File: src/rtl/acx_axi_reg_bus_ctrl_if.sv
// AXI4-Lite target-side bundle for the configuration register bus controller.
// The master modport is the AXI initiator, the slave modport is the controller.
interface acx_axi_reg_bus_ctrl_if #(
    parameter int ADDR_W = 28,
    parameter int DATA_W = 32
);
    logic                  s_awvalid;
    logic                  s_awready;
    logic [ADDR_W-1:0]     s_awaddr;

    logic                  s_wvalid;
    logic                  s_wready;
    logic [DATA_W-1:0]     s_wdata;
    logic [DATA_W/8-1:0]   s_wstrb;

    logic                  s_bvalid;
    logic                  s_bready;
    logic [1:0]            s_bresp;

    logic                  s_arvalid;
    logic                  s_arready;
    logic [ADDR_W-1:0]     s_araddr;

    logic                  s_rvalid;
    logic                  s_rready;
    logic [DATA_W-1:0]     s_rdata;
    logic [1:0]            s_rresp;

    modport master (
        output s_awvalid,
        output s_awaddr,
        output s_wvalid,
        output s_wdata,
        output s_wstrb,
        output s_bready,
        output s_arvalid,
        output s_araddr,
        output s_rready,
        input  s_awready,
        input  s_wready,
        input  s_bvalid,
        input  s_bresp,
        input  s_arready,
        input  s_rvalid,
        input  s_rdata,
        input  s_rresp
    );

    modport slave (
        input  s_awvalid,
        input  s_awaddr,
        input  s_wvalid,
        input  s_wdata,
        input  s_wstrb,
        input  s_bready,
        input  s_arvalid,
        input  s_araddr,
        input  s_rready,
        output s_awready,
        output s_wready,
        output s_bvalid,
        output s_bresp,
        output s_arready,
        output s_rvalid,
        output s_rdata,
        output s_rresp
    );
endinterface

File: src/rtl/acx_axi_reg_bus_ctrl.sv
// AXI4-Lite target that serialises accesses onto the shared register bus,
// with round-robin write/read arbitration and a no-hit timeout.
module acx_axi_reg_bus_ctrl #(
    parameter int                        TGT_ADDR_WIDTH = 28,
    parameter int                        TGT_DATA_WIDTH = 32,
    parameter int                        TIMEOUT_CYCLES = 64,
    parameter logic [TGT_DATA_WIDTH-1:0] ERR_RDATA      = 32'hBADADD00
) (
    input  logic                          i_clk,
    input  logic                          i_rstn,
    acx_axi_reg_bus_ctrl_if.slave         s_axi,
    output logic [TGT_DATA_WIDTH/8-1:0]   o_reg_wr,
    output logic                          o_reg_rd,
    output logic [TGT_ADDR_WIDTH-1:0]     o_reg_addr,
    output logic [TGT_DATA_WIDTH-1:0]     o_reg_wdata,
    input  logic                          i_reg_hit,
    input  logic [TGT_DATA_WIDTH-1:0]     i_reg_rdata
);

    localparam int SW    = TGT_DATA_WIDTH / 8;
    localparam int CNT_W = 10;

    localparam logic [1:0] RESP_OKAY   = 2'b00;
    localparam logic [1:0] RESP_SLVERR = 2'b10;

    localparam logic [TGT_ADDR_WIDTH-1:0] ADDR_MASK =
        {{(TGT_ADDR_WIDTH-2){1'b1}}, 2'b00};

    typedef enum logic [2:0] {
        IDLE,
        WR_ISSUE,
        RD_ISSUE,
        WR_RESP,
        RD_RESP,
        GAP
    } state_t;

    state_t                      state_q, state_d;
    logic                        prio_rd_q, prio_rd_d;
    logic                        awready_q, awready_d;
    logic                        arready_q, arready_d;
    logic [SW-1:0]               wr_q, wr_d;
    logic                        rd_q, rd_d;
    logic [TGT_ADDR_WIDTH-1:0]   addr_q, addr_d;
    logic [TGT_DATA_WIDTH-1:0]   wdata_q, wdata_d;
    logic [CNT_W-1:0]            cnt_q, cnt_d;
    logic                        bvalid_q, bvalid_d;
    logic [1:0]                  bresp_q, bresp_d;
    logic                        rvalid_q, rvalid_d;
    logic [1:0]                  rresp_q, rresp_d;
    logic [TGT_DATA_WIDTH-1:0]   rdata_q, rdata_d;

    logic                        wr_req;
    logic                        rd_req;
    logic                        hit_ok;
    logic                        tmo;

    assign wr_req = s_axi.s_awvalid && s_axi.s_wvalid;
    assign rd_req = s_axi.s_arvalid;

    // Slave decode is two stages deep: hits in the first two issue cycles are stale.
    assign hit_ok = i_reg_hit && (cnt_q >= CNT_W'(2));
    assign tmo    = (cnt_q == CNT_W'(TIMEOUT_CYCLES - 1));

    always_comb begin
        state_d   = state_q;
        prio_rd_d = prio_rd_q;
        awready_d = 1'b0;
        arready_d = 1'b0;
        wr_d      = wr_q;
        rd_d      = rd_q;
        addr_d    = addr_q;
        wdata_d   = wdata_q;
        cnt_d     = cnt_q;
        bvalid_d  = bvalid_q;
        bresp_d   = bresp_q;
        rvalid_d  = rvalid_q;
        rresp_d   = rresp_q;
        rdata_d   = rdata_q;

        unique case (state_q)
            IDLE: begin
                if (awready_q) begin
                    addr_d  = s_axi.s_awaddr & ADDR_MASK;
                    wdata_d = s_axi.s_wdata;
                    cnt_d   = '0;
                    if (s_axi.s_wstrb == '0) begin
                        bvalid_d = 1'b1;
                        bresp_d  = RESP_OKAY;
                        state_d  = WR_RESP;
                    end else begin
                        wr_d    = s_axi.s_wstrb;
                        state_d = WR_ISSUE;
                    end
                end else if (arready_q) begin
                    addr_d  = s_axi.s_araddr & ADDR_MASK;
                    rd_d    = 1'b1;
                    cnt_d   = '0;
                    state_d = RD_ISSUE;
                end else if (wr_req && (!rd_req || !prio_rd_q)) begin
                    awready_d = 1'b1;
                    prio_rd_d = 1'b1;
                end else if (rd_req) begin
                    arready_d = 1'b1;
                    prio_rd_d = 1'b0;
                end
            end

            WR_ISSUE: begin
                if (hit_ok || tmo) begin
                    wr_d     = '0;
                    bvalid_d = 1'b1;
                    bresp_d  = hit_ok ? RESP_OKAY : RESP_SLVERR;
                    state_d  = WR_RESP;
                end else begin
                    cnt_d = cnt_q + CNT_W'(1);
                end
            end

            RD_ISSUE: begin
                if (hit_ok || tmo) begin
                    rd_d     = 1'b0;
                    rvalid_d = 1'b1;
                    rresp_d  = hit_ok ? RESP_OKAY : RESP_SLVERR;
                    rdata_d  = hit_ok ? i_reg_rdata : ERR_RDATA;
                    state_d  = RD_RESP;
                end else begin
                    cnt_d = cnt_q + CNT_W'(1);
                end
            end

            WR_RESP: begin
                if (s_axi.s_bready) begin
                    bvalid_d = 1'b0;
                    state_d  = GAP;
                end
            end

            RD_RESP: begin
                if (s_axi.s_rready) begin
                    rvalid_d = 1'b0;
                    state_d  = GAP;
                end
            end

            GAP: begin
                state_d = IDLE;
            end

            default: begin
                state_d = IDLE;
            end
        endcase
    end

    always_ff @(posedge i_clk) begin
        if (!i_rstn) begin
            state_q   <= IDLE;
            prio_rd_q <= 1'b0;
            awready_q <= 1'b0;
            arready_q <= 1'b0;
            wr_q      <= '0;
            rd_q      <= 1'b0;
            addr_q    <= '0;
            wdata_q   <= '0;
            cnt_q     <= '0;
            bvalid_q  <= 1'b0;
            bresp_q   <= 2'b00;
            rvalid_q  <= 1'b0;
            rresp_q   <= 2'b00;
            rdata_q   <= '0;
        end else begin
            state_q   <= state_d;
            prio_rd_q <= prio_rd_d;
            awready_q <= awready_d;
            arready_q <= arready_d;
            wr_q      <= wr_d;
            rd_q      <= rd_d;
            addr_q    <= addr_d;
            wdata_q   <= wdata_d;
            cnt_q     <= cnt_d;
            bvalid_q  <= bvalid_d;
            bresp_q   <= bresp_d;
            rvalid_q  <= rvalid_d;
            rresp_q   <= rresp_d;
            rdata_q   <= rdata_d;
        end
    end

    assign s_axi.s_awready = awready_q;
    assign s_axi.s_wready  = awready_q;
    assign s_axi.s_arready = arready_q;
    assign s_axi.s_bvalid  = bvalid_q;
    assign s_axi.s_bresp   = bresp_q;
    assign s_axi.s_rvalid  = rvalid_q;
    assign s_axi.s_rresp   = rresp_q;
    assign s_axi.s_rdata   = rdata_q;

    assign o_reg_wr    = wr_q;
    assign o_reg_rd    = rd_q;
    assign o_reg_addr  = addr_q;
    assign o_reg_wdata = wdata_q;

endmodule

File: src/flat_wrapper.sv
// flat-port wrapper written by rule: the top's interface ports become plain ports
module acx_axi_reg_bus_ctrl_flat 
#(
    parameter int                        TGT_ADDR_WIDTH = 28,
    parameter int                        TGT_DATA_WIDTH = 32,
    parameter int                        TIMEOUT_CYCLES = 64,
    parameter logic [TGT_DATA_WIDTH-1:0] ERR_RDATA      = 32'hBADADD00
)
  (i_clk, i_rstn, o_reg_wr, o_reg_rd, o_reg_addr, o_reg_wdata, i_reg_hit, i_reg_rdata, s_axi_s_awvalid, s_axi_s_awaddr, s_axi_s_wvalid, s_axi_s_wdata, s_axi_s_wstrb, s_axi_s_bready, s_axi_s_arvalid, s_axi_s_araddr, s_axi_s_rready, s_axi_s_awready, s_axi_s_wready, s_axi_s_bvalid, s_axi_s_bresp, s_axi_s_arready, s_axi_s_rvalid, s_axi_s_rdata, s_axi_s_rresp);
  acx_axi_reg_bus_ctrl_if #(.ADDR_W((28)), .DATA_W(32)) s_axi_i ();
  input  logic i_clk;
  input  logic i_rstn;
  output logic [TGT_DATA_WIDTH/8-1:0] o_reg_wr;
  output logic o_reg_rd;
  output logic [TGT_ADDR_WIDTH-1:0] o_reg_addr;
  output logic [TGT_DATA_WIDTH-1:0] o_reg_wdata;
  input  logic i_reg_hit;
  input  logic [TGT_DATA_WIDTH-1:0] i_reg_rdata;
  input wire logic [$bits(s_axi_i.s_awvalid)-1:0] s_axi_s_awvalid;
  input wire logic [$bits(s_axi_i.s_awaddr)-1:0] s_axi_s_awaddr;
  input wire logic [$bits(s_axi_i.s_wvalid)-1:0] s_axi_s_wvalid;
  input wire logic [$bits(s_axi_i.s_wdata)-1:0] s_axi_s_wdata;
  input wire logic [$bits(s_axi_i.s_wstrb)-1:0] s_axi_s_wstrb;
  input wire logic [$bits(s_axi_i.s_bready)-1:0] s_axi_s_bready;
  input wire logic [$bits(s_axi_i.s_arvalid)-1:0] s_axi_s_arvalid;
  input wire logic [$bits(s_axi_i.s_araddr)-1:0] s_axi_s_araddr;
  input wire logic [$bits(s_axi_i.s_rready)-1:0] s_axi_s_rready;
  output wire logic [$bits(s_axi_i.s_awready)-1:0] s_axi_s_awready;
  output wire logic [$bits(s_axi_i.s_wready)-1:0] s_axi_s_wready;
  output wire logic [$bits(s_axi_i.s_bvalid)-1:0] s_axi_s_bvalid;
  output wire logic [$bits(s_axi_i.s_bresp)-1:0] s_axi_s_bresp;
  output wire logic [$bits(s_axi_i.s_arready)-1:0] s_axi_s_arready;
  output wire logic [$bits(s_axi_i.s_rvalid)-1:0] s_axi_s_rvalid;
  output wire logic [$bits(s_axi_i.s_rdata)-1:0] s_axi_s_rdata;
  output wire logic [$bits(s_axi_i.s_rresp)-1:0] s_axi_s_rresp;
  assign s_axi_i.s_awvalid = s_axi_s_awvalid;
  assign s_axi_i.s_awaddr = s_axi_s_awaddr;
  assign s_axi_i.s_wvalid = s_axi_s_wvalid;
  assign s_axi_i.s_wdata = s_axi_s_wdata;
  assign s_axi_i.s_wstrb = s_axi_s_wstrb;
  assign s_axi_i.s_bready = s_axi_s_bready;
  assign s_axi_i.s_arvalid = s_axi_s_arvalid;
  assign s_axi_i.s_araddr = s_axi_s_araddr;
  assign s_axi_i.s_rready = s_axi_s_rready;
  assign s_axi_s_awready = s_axi_i.s_awready;
  assign s_axi_s_wready = s_axi_i.s_wready;
  assign s_axi_s_bvalid = s_axi_i.s_bvalid;
  assign s_axi_s_bresp = s_axi_i.s_bresp;
  assign s_axi_s_arready = s_axi_i.s_arready;
  assign s_axi_s_rvalid = s_axi_i.s_rvalid;
  assign s_axi_s_rdata = s_axi_i.s_rdata;
  assign s_axi_s_rresp = s_axi_i.s_rresp;
  acx_axi_reg_bus_ctrl #(.TGT_ADDR_WIDTH(TGT_ADDR_WIDTH), .TGT_DATA_WIDTH(TGT_DATA_WIDTH), .TIMEOUT_CYCLES(TIMEOUT_CYCLES), .ERR_RDATA(ERR_RDATA)) u_core (.i_clk(i_clk), .i_rstn(i_rstn), .s_axi(s_axi_i), .o_reg_wr(o_reg_wr), .o_reg_rd(o_reg_rd), .o_reg_addr(o_reg_addr), .o_reg_wdata(o_reg_wdata), .i_reg_hit(i_reg_hit), .i_reg_rdata(i_reg_rdata));
endmodule
File: config.mk
export PLATFORM = sky130hd
export DESIGN_NAME = acx_axi_reg_bus_ctrl_flat
export DESIGN_NICKNAME = d
export VERILOG_FILES = /design/src/rtl/acx_axi_reg_bus_ctrl_if.sv /design/src/rtl/acx_axi_reg_bus_ctrl.sv /design/src/flat_wrapper.sv
export SDC_FILE = /design/constraint.sdc
export NUM_CORES = 1
export LEC_CHECK = 0
export CAP_MARGIN = 30
export CELL_PAD_IN_SITES_DETAIL_PLACEMENT = 1
export CELL_PAD_IN_SITES_GLOBAL_PLACEMENT = 2
export CORE_MARGIN = 5
export CORE_UTILIZATION = 20
export CTS_BUF_LIST = sky130_fd_sc_hd__clkbuf_4
export DETAILED_ROUTE_END_ITERATION = 7
export PLACE_DENSITY = 0.77
export REMOVE_ABC_BUFFERS = 1
export SYNTH_ARGS = -nofsm -noshare
export SYNTH_HDL_FRONTEND = slang
export SYNTH_SLANG_ARGS = --single-unit
File: constraint.sdc
create_clock -name i_clk -period 2.15 [get_ports i_clk]
set_input_delay 0.3225 -clock i_clk [delete_from_list [all_inputs] [get_ports i_clk]]
set_output_delay 0.3225 -clock i_clk [all_outputs]
set_load 0.01 [all_outputs]
## Word-level counts from Yosys, hierarchy flattened

Index checks and enable logic that the tools add are counted.

| word-level totals | value |
|---|---|
| register bits after elaboration | 119 |
| input port bits | 132 |
| output and inout bits | 106 |
| word-level logic and storage cells | 105 |

| cells by class | value |
|---|---|
| add/sub/neg operators | 1 |
| $lt $le $gt $ge | 1 |
| equal/unequal tests | 16 |
| multiplexer cells | 39 |
| bitwise gates (word level) | 4 |
| reduce and logical (&&, ||, !) cells | 30 |

Operators with widths:

| kind | number |
|---|---|
| two-way mux 28 bit | 2 |
| two-way mux 32 bit | 1 |
| two-way mux 10 bit | 3 |
| case mux 10 bit (2 select lines) | 1 |
| two-way mux 3 bit | 6 |
| AND reduction 4 bit | 4 |
| case mux 3 bit (5 select lines) | 1 |
| two-way mux 1 bit | 12 |
| two-way mux 4 bit | 3 |
| nonzero test 2 bit | 6 |
| adder 10 x 1 -> 10 bit, second input constant | 1 |
| equality test 10 x 6 -> 1 bit, second input constant | 1 |
| >= comparator 10 x 2 -> 1 bit, second input constant | 1 |
| two-way mux 2 bit | 5 |
| != test 2 x 1 -> 1 bit, second input constant | 5 |
| != test 2 bit, second input constant | 5 |
| AND reduction 5 bit | 2 |
| case mux 4 bit (2 select lines) | 1 |
| equality test 3 x 2 -> 1 bit, second input constant | 2 |
| AND reduction 2 bit | 3 |
| AND reduction 3 bit | 2 |
| OR reduction 5 bit | 1 |
| logical NOT 4 bit | 1 |
| NOT 1 bit | 4 |
| other kinds (13) | 18 |

## Logic depth before layout (Yosys ltp)

| logic depth | value |
|---|---|
| depth in word-level cells | 5 |
| depth in mapped cells | 9 |
| mapped depth without buffers | 7 |

## Worst setup path after synthesis

OpenSTA, ideal clock, no wires.

| timing path | value |
|---|---|
| path kind | register to register |
| start point | register u_core.cnt_q[0] |
| end point | register u_core.rdata_q[20], in the netlist u_core.s_axi.s_rdata[20] |
| library setup time | 0.119 ns |
| data arrival time | 2.245 ns |
| data required time | 2.031 ns |
| setup slack | -0.214 ns |
| stages on the path, launching flop included | 9 |
| buffers on the path | 2 |
| clock period less this slack | 2.364 ns |
| path through | dfxtp_1 > inv_1 > ha_1 > or4_1 > o41ai_4 > a2111oi_1 > buf_2 > buf_6 > o221a_2 |

| between the ends | value |
|---|---|
| cells in the longest elaborated chain, start to end | 4 |
| elaborated cells between the ends (all ways) | 6 |
| those cells by class | order compare (1); eq/ne (1); mux (1); reduce/logical (3) |

Ends and longest elaborated chain:

| what | RTL line | source |
|---|---|---|
| start, declared | acx_axi_reg_bus_ctrl.sv:46 | `logic [CNT_W-1:0] cnt_q, cnt_d;` |
| start signal, assigned | acx_axi_reg_bus_ctrl.sv:181 | `cnt_q <= cnt_d;` |
| >= comparator 10 x 2 -> 1 bit | acx_axi_reg_bus_ctrl.sv:62 | `assign hit_ok = i_reg_hit && (cnt_q >= CNT_W'(2));` |
| logical AND 1 bit | acx_axi_reg_bus_ctrl.sv:62 |  |
| logical OR 1 bit | acx_axi_reg_bus_ctrl.sv:121 | `if (hit_ok \|\| tmo) begin` |
| AND reduction 2 bit (no source line) | - |  |
| end signal, assigned | acx_axi_reg_bus_ctrl.sv:186 | `rdata_q <= rdata_d;` |
| end, declared | acx_axi_reg_bus_ctrl.sv:51 | `logic [TGT_DATA_WIDTH-1:0] rdata_q, rdata_d;` |

Several ways; a longest one is shown, not always the timed one.
A chain may end at the register's enable or synchronous reset.

## Worst setup path after layout

| timing path | value |
|---|---|
| start point | register u_core.cnt_q[0] |
| end point | register u_core.cnt_q[7] |

| between the ends | value |
|---|---|
| cells in the longest elaborated chain, start to end | 5 |
| elaborated cells between the ends (all ways) | 9 |
| those cells by class | add/sub (1); order compare (1); eq/ne (2); mux (2); reduce/logical (3) |

Ends and longest elaborated chain:

| what | RTL line |
|---|---|
| >= comparator 10 x 2 -> 1 bit | acx_axi_reg_bus_ctrl.sv:62 |
| logical AND 1 bit | acx_axi_reg_bus_ctrl.sv:62 |
| logical OR 1 bit | acx_axi_reg_bus_ctrl.sv:110, acx_axi_reg_bus_ctrl.sv:121 |
| != test 2 bit (no source line) | - |
| AND reduction 3 bit (no source line) | - |

Several ways; a longest one is shown, not always the timed one. The select of a mux whose other input is x is not followed.

==> results.toml <==
[outcome]
status = "finished, violations left"
failing_checks = "setup timing"

[cells_and_area]
final_nets = 899
area_delta_synth_final_pct = 77.5
num-fill-cells = 2583
layout.cells.most_common_list = "clkdlybuf4s50_1, dfxtp_1, nand2_1"
seqCellArea_mm2 = 0.00231
multi_input_comb_area_mm2 = 0.00238
share_of_layout_cells_above_drive_strength_1 = 0.165
layout_commonest_cell = "clkdlybuf4s50_1"
utilization = 0.362

[global_routing]
grt_pass1_wl_um = 27100
first_global_vias = 4861
remaining_global_route_overflow = 0
grt_use_met3 = 0.0423
groute.layer.met2.usage = 0.220
largest_net_degree_at_the_start_of_global_routing = 53
global_route.usage.met1 = 0.152
antenna_found_initial = 3
total_global_routing_track_utilization = 0.130
gr-max-usage-layer = "met2"

[sta]
timing.final.setup_violations = 6
final_period_minus_worst_setup_slack_ps = 2220
period_share = 1.03
finalHoldWorstSlack_ps = 329
clock.fmax_mhz = 451
timing_hold_violations_final = 0
tns_ps = -190
finClkSkew_ps = 28.8
tightest_slew_ps = 573
relSlewSlack = 0.618
report.final.slew_viol_count = 0
grt_setup_unrepaired = "true"
postLayoutSetupSlackWorst_ps = -69.7

[critical_path]
critPathLaunchType = "flip-flop"
crit_path_cell_trace = "inv_2 -> ha_4 -> or4_4 -> o41ai_4 -> buf_6 -> a31oi_4 -> or4_1 -> a21oi_1"
worst-r2r-setup-slack_ps = -70
timing.critical_path.max_delay_family = "simple AND/OR/NAND/NOR gates"
worst_r2r_startpoint = "u_core.cnt_q[0]"
worst_r2r_path_depth = 8
crit_type = "flip-flop to flip-flop"
critPathMaxStageDelay_ps = 430
r2r-end = "u_core.cnt_q[7]"
timing.critical_path.to_type = "flip-flop"
worstPathArrival_ps = 2680
slowest_stage = "or4_4"
path_buf_inv = 2
critical_path_required_ps = 2610
critPathMaxFanout = 6

[synthesis]
postSynthRegisterBits = 115
synth_edf_count = 0
average_instance_area_after_synthesis_um2 = 9.29
dominantRegCellSynth = "dfxtp_1"
mappedNetlistArea_mm2 = 0.00465
async_sr_flop_fraction = 0
ys_seq_area_frac = 0.496
synth.distinct_cells = 50
yosysWarnings = 0
synthCells = 500

[routing]
drt-pass1-iter-count = 4
postRouteWirelength_um = 17900
drt_via_density = 4.33
drt-wirelength-per-cell_um = 16.4
drc = 0
drt_first_iter_violations = 206
num_vias = 4736
ant_nets = 0

[clocking]
clock_latency_ps = 530
root_buffer = "clkbuf_4"
clock_buffer_count_from_cts = 17
clk_pin_slew_worst_paths_ps = 130
clkSinkCount = 115
holdBufCountCts = 0
htree_levels = 4
tritoncts = "built"
clockBufferDepth = 2

[worst_hold_path]
worstHoldStart = "s_axi_s_wdata[7]"
class_of_the_tightest_hold_or_removal_check = "input port to flip-flop"
timing.hold.worst_path_depth = 3
holdPathEnd = "u_core.o_reg_wdata[7]"

[job]
max-cap-violations = 0

[floorplanning]
core-area_mm2 = 0.0228
core.rowCount = 55
io-pin-count = 238
die_width_um = 162
floorplan.die.height_um = 162
total_die_area_mm2 = 0.0264
initial_core_util = 0.204

[pwr]
vdd_drop_max_mv = 0.278
pwr_cell_area_mw_per_mm2 = 824
power_leakage_nw = 2.88

[placed_design]
place.port_buffers = 229
gp_congestion = 0.754
hpwl_reported_at_the_end_of_detailed_placement_um = 12700
==> worst max-delay path by stage <==
| stage | start | end | slack, ps | depth (start not counted) |
|---|---|---|---|---|
| floorplan | u_core.s_axi.s_awready | u_core.cnt_q[7] | -2030 | 5 |
| global placement | i_reg_hit | u_core.s_axi.s_rdata[21] | -240 | 5 |
| detailed placement | i_reg_hit | u_core.s_axi.s_rdata[30] | -290 | 5 |
| CTS | u_core.cnt_q[0] | u_core.cnt_q[7] | -150 | 8 |
| global route | u_core.cnt_q[0] | u_core.cnt_q[7] | -170 | 8 |
| finish | u_core.cnt_q[0] | u_core.cnt_q[7] | -70 | 8 |
==> per-layer routing <==
layer,share of wire,vias to the layer above
met5,0.00039,-
met4,0.018,2
met3,0.068,22
met2,0.48,169
met1,0.43,2227
li1,-,2316
==> worst register-to-register path, stage by stage (launching register included) <==
cell	delay [ps]
dfxtp_2	370
inv_2	60
ha_4	150
or4_4	430
o41ai_4	290
buf_6	200
a31oi_4	120
or4_1	410
a21oi_1	140
==> cell type report <==
class / instances / share of cell area
clock inverter: 15 / 0.0218
timing repair buffer: 284 / 0.343
antenna: 2 / 0.000607
tap: 313 / 0.0475
multi-input combinational: 341 / 0.289
clock buffer: 17 / 0.0155
inverter: 6 / 0.00273
sequential: 115 / 0.280
==> synthesized netlist by cell type (3+ instances only) <==
library cell	number	area share
a22o_1	16	0.030
inv_1	6	0.0048
nor2_1	40	0.032
o21ai_0	5	0.0054
nand2_1	86	0.069
buf_2	3	0.0032
a21oi_1	47	0.051
buf_1	3	0.0024
or4_1	5	0.0081
nand3_1	6	0.0065
nor3_1	4	0.0043
and2_1	4	0.0054
nand2b_1	5	0.0067
a211oi_1	28	0.045
dfxtp_1	115	0.50
clkbuf_1	28	0.023
mux2i_1	31	0.067
nor4_1	3	0.0040
buf_4	7	0.011
o221a_2	18	0.044
xnor2_1	3	0.0057
==> registers in the layout (all words and copies together), names as in the netlist <==
signal	flops
u_core.o_reg_wdata	32
u_core.s_axi.s_rdata	32
u_core.s_axi.s_awready	1
u_core.s_axi.s_bresp	1
u_core.s_axi.s_bvalid	1
u_core.prio_rd_q	1
u_core.o_reg_addr	26
u_core.state_q	3
u_core.s_axi.s_rresp	1
u_core.cnt_q	10
u_core.s_axi.s_rvalid	1
u_core.o_reg_rd	1
u_core.s_axi.s_arready	1
u_core.o_reg_wr	4
==> report_power, final <==
| group | total (W) | switching (W) | internal (W) |
|---|---|---|---|
| Combinational | 0.00246 | 0.00114 | 0.00132 |
| Sequential | 0.00257 | 0.000175 | 0.00240 |
| Clock | 0.00177 | 0.000950 | 0.000817 |
| Total | 0.00680 | 0.00226 | 0.00453 |
==> timing repair <==
action                                  4_1_cts  5_1_grt
pin swaps                                    23        7
gates cloned                                  2        2
hold endpoints to repair                      0        0
resized for setup                            36       10
endpoints found under the setup margin       50       52
buffers inserted                              5        5
==> logic make-up after synthesis <==
kind of cell	after synthesis	share of synthesized area
XOR/XNOR	3	0.00566
AO/OA/AOI/OAI	131	0.217
other	1	0.000807
AND/OR/NAND/NOR	169	0.162
flip-flops	115	0.496
buffers and inverters	48	0.0469
multiplexers	31	0.0668
adder cells (fa/ha/maj)	2	0.00539
==> stage by stage <==
| step | worst slack, ps | area (um2) | total power, W | std cells |
|---|---|---|---|---|
| 6_report | -69.7 | 8250 | 0.00680 | 1093 |
| 5_1_grt | -174 | 8250 | 0.00727 | 1093 |
| 4_1_cts | -150 | 8120 | 0.00686 | 1086 |
| 3_5_place_dp | -294 | 7550 | 0.00485 | 1048 |
| 3_3_place_gp | -244 | 7550 | 0.00483 | 1048 |
| 2_1_floorplan | -2030 | 4460 | 0.00358 | 461 |
Power figures use the tool's default switching activity.
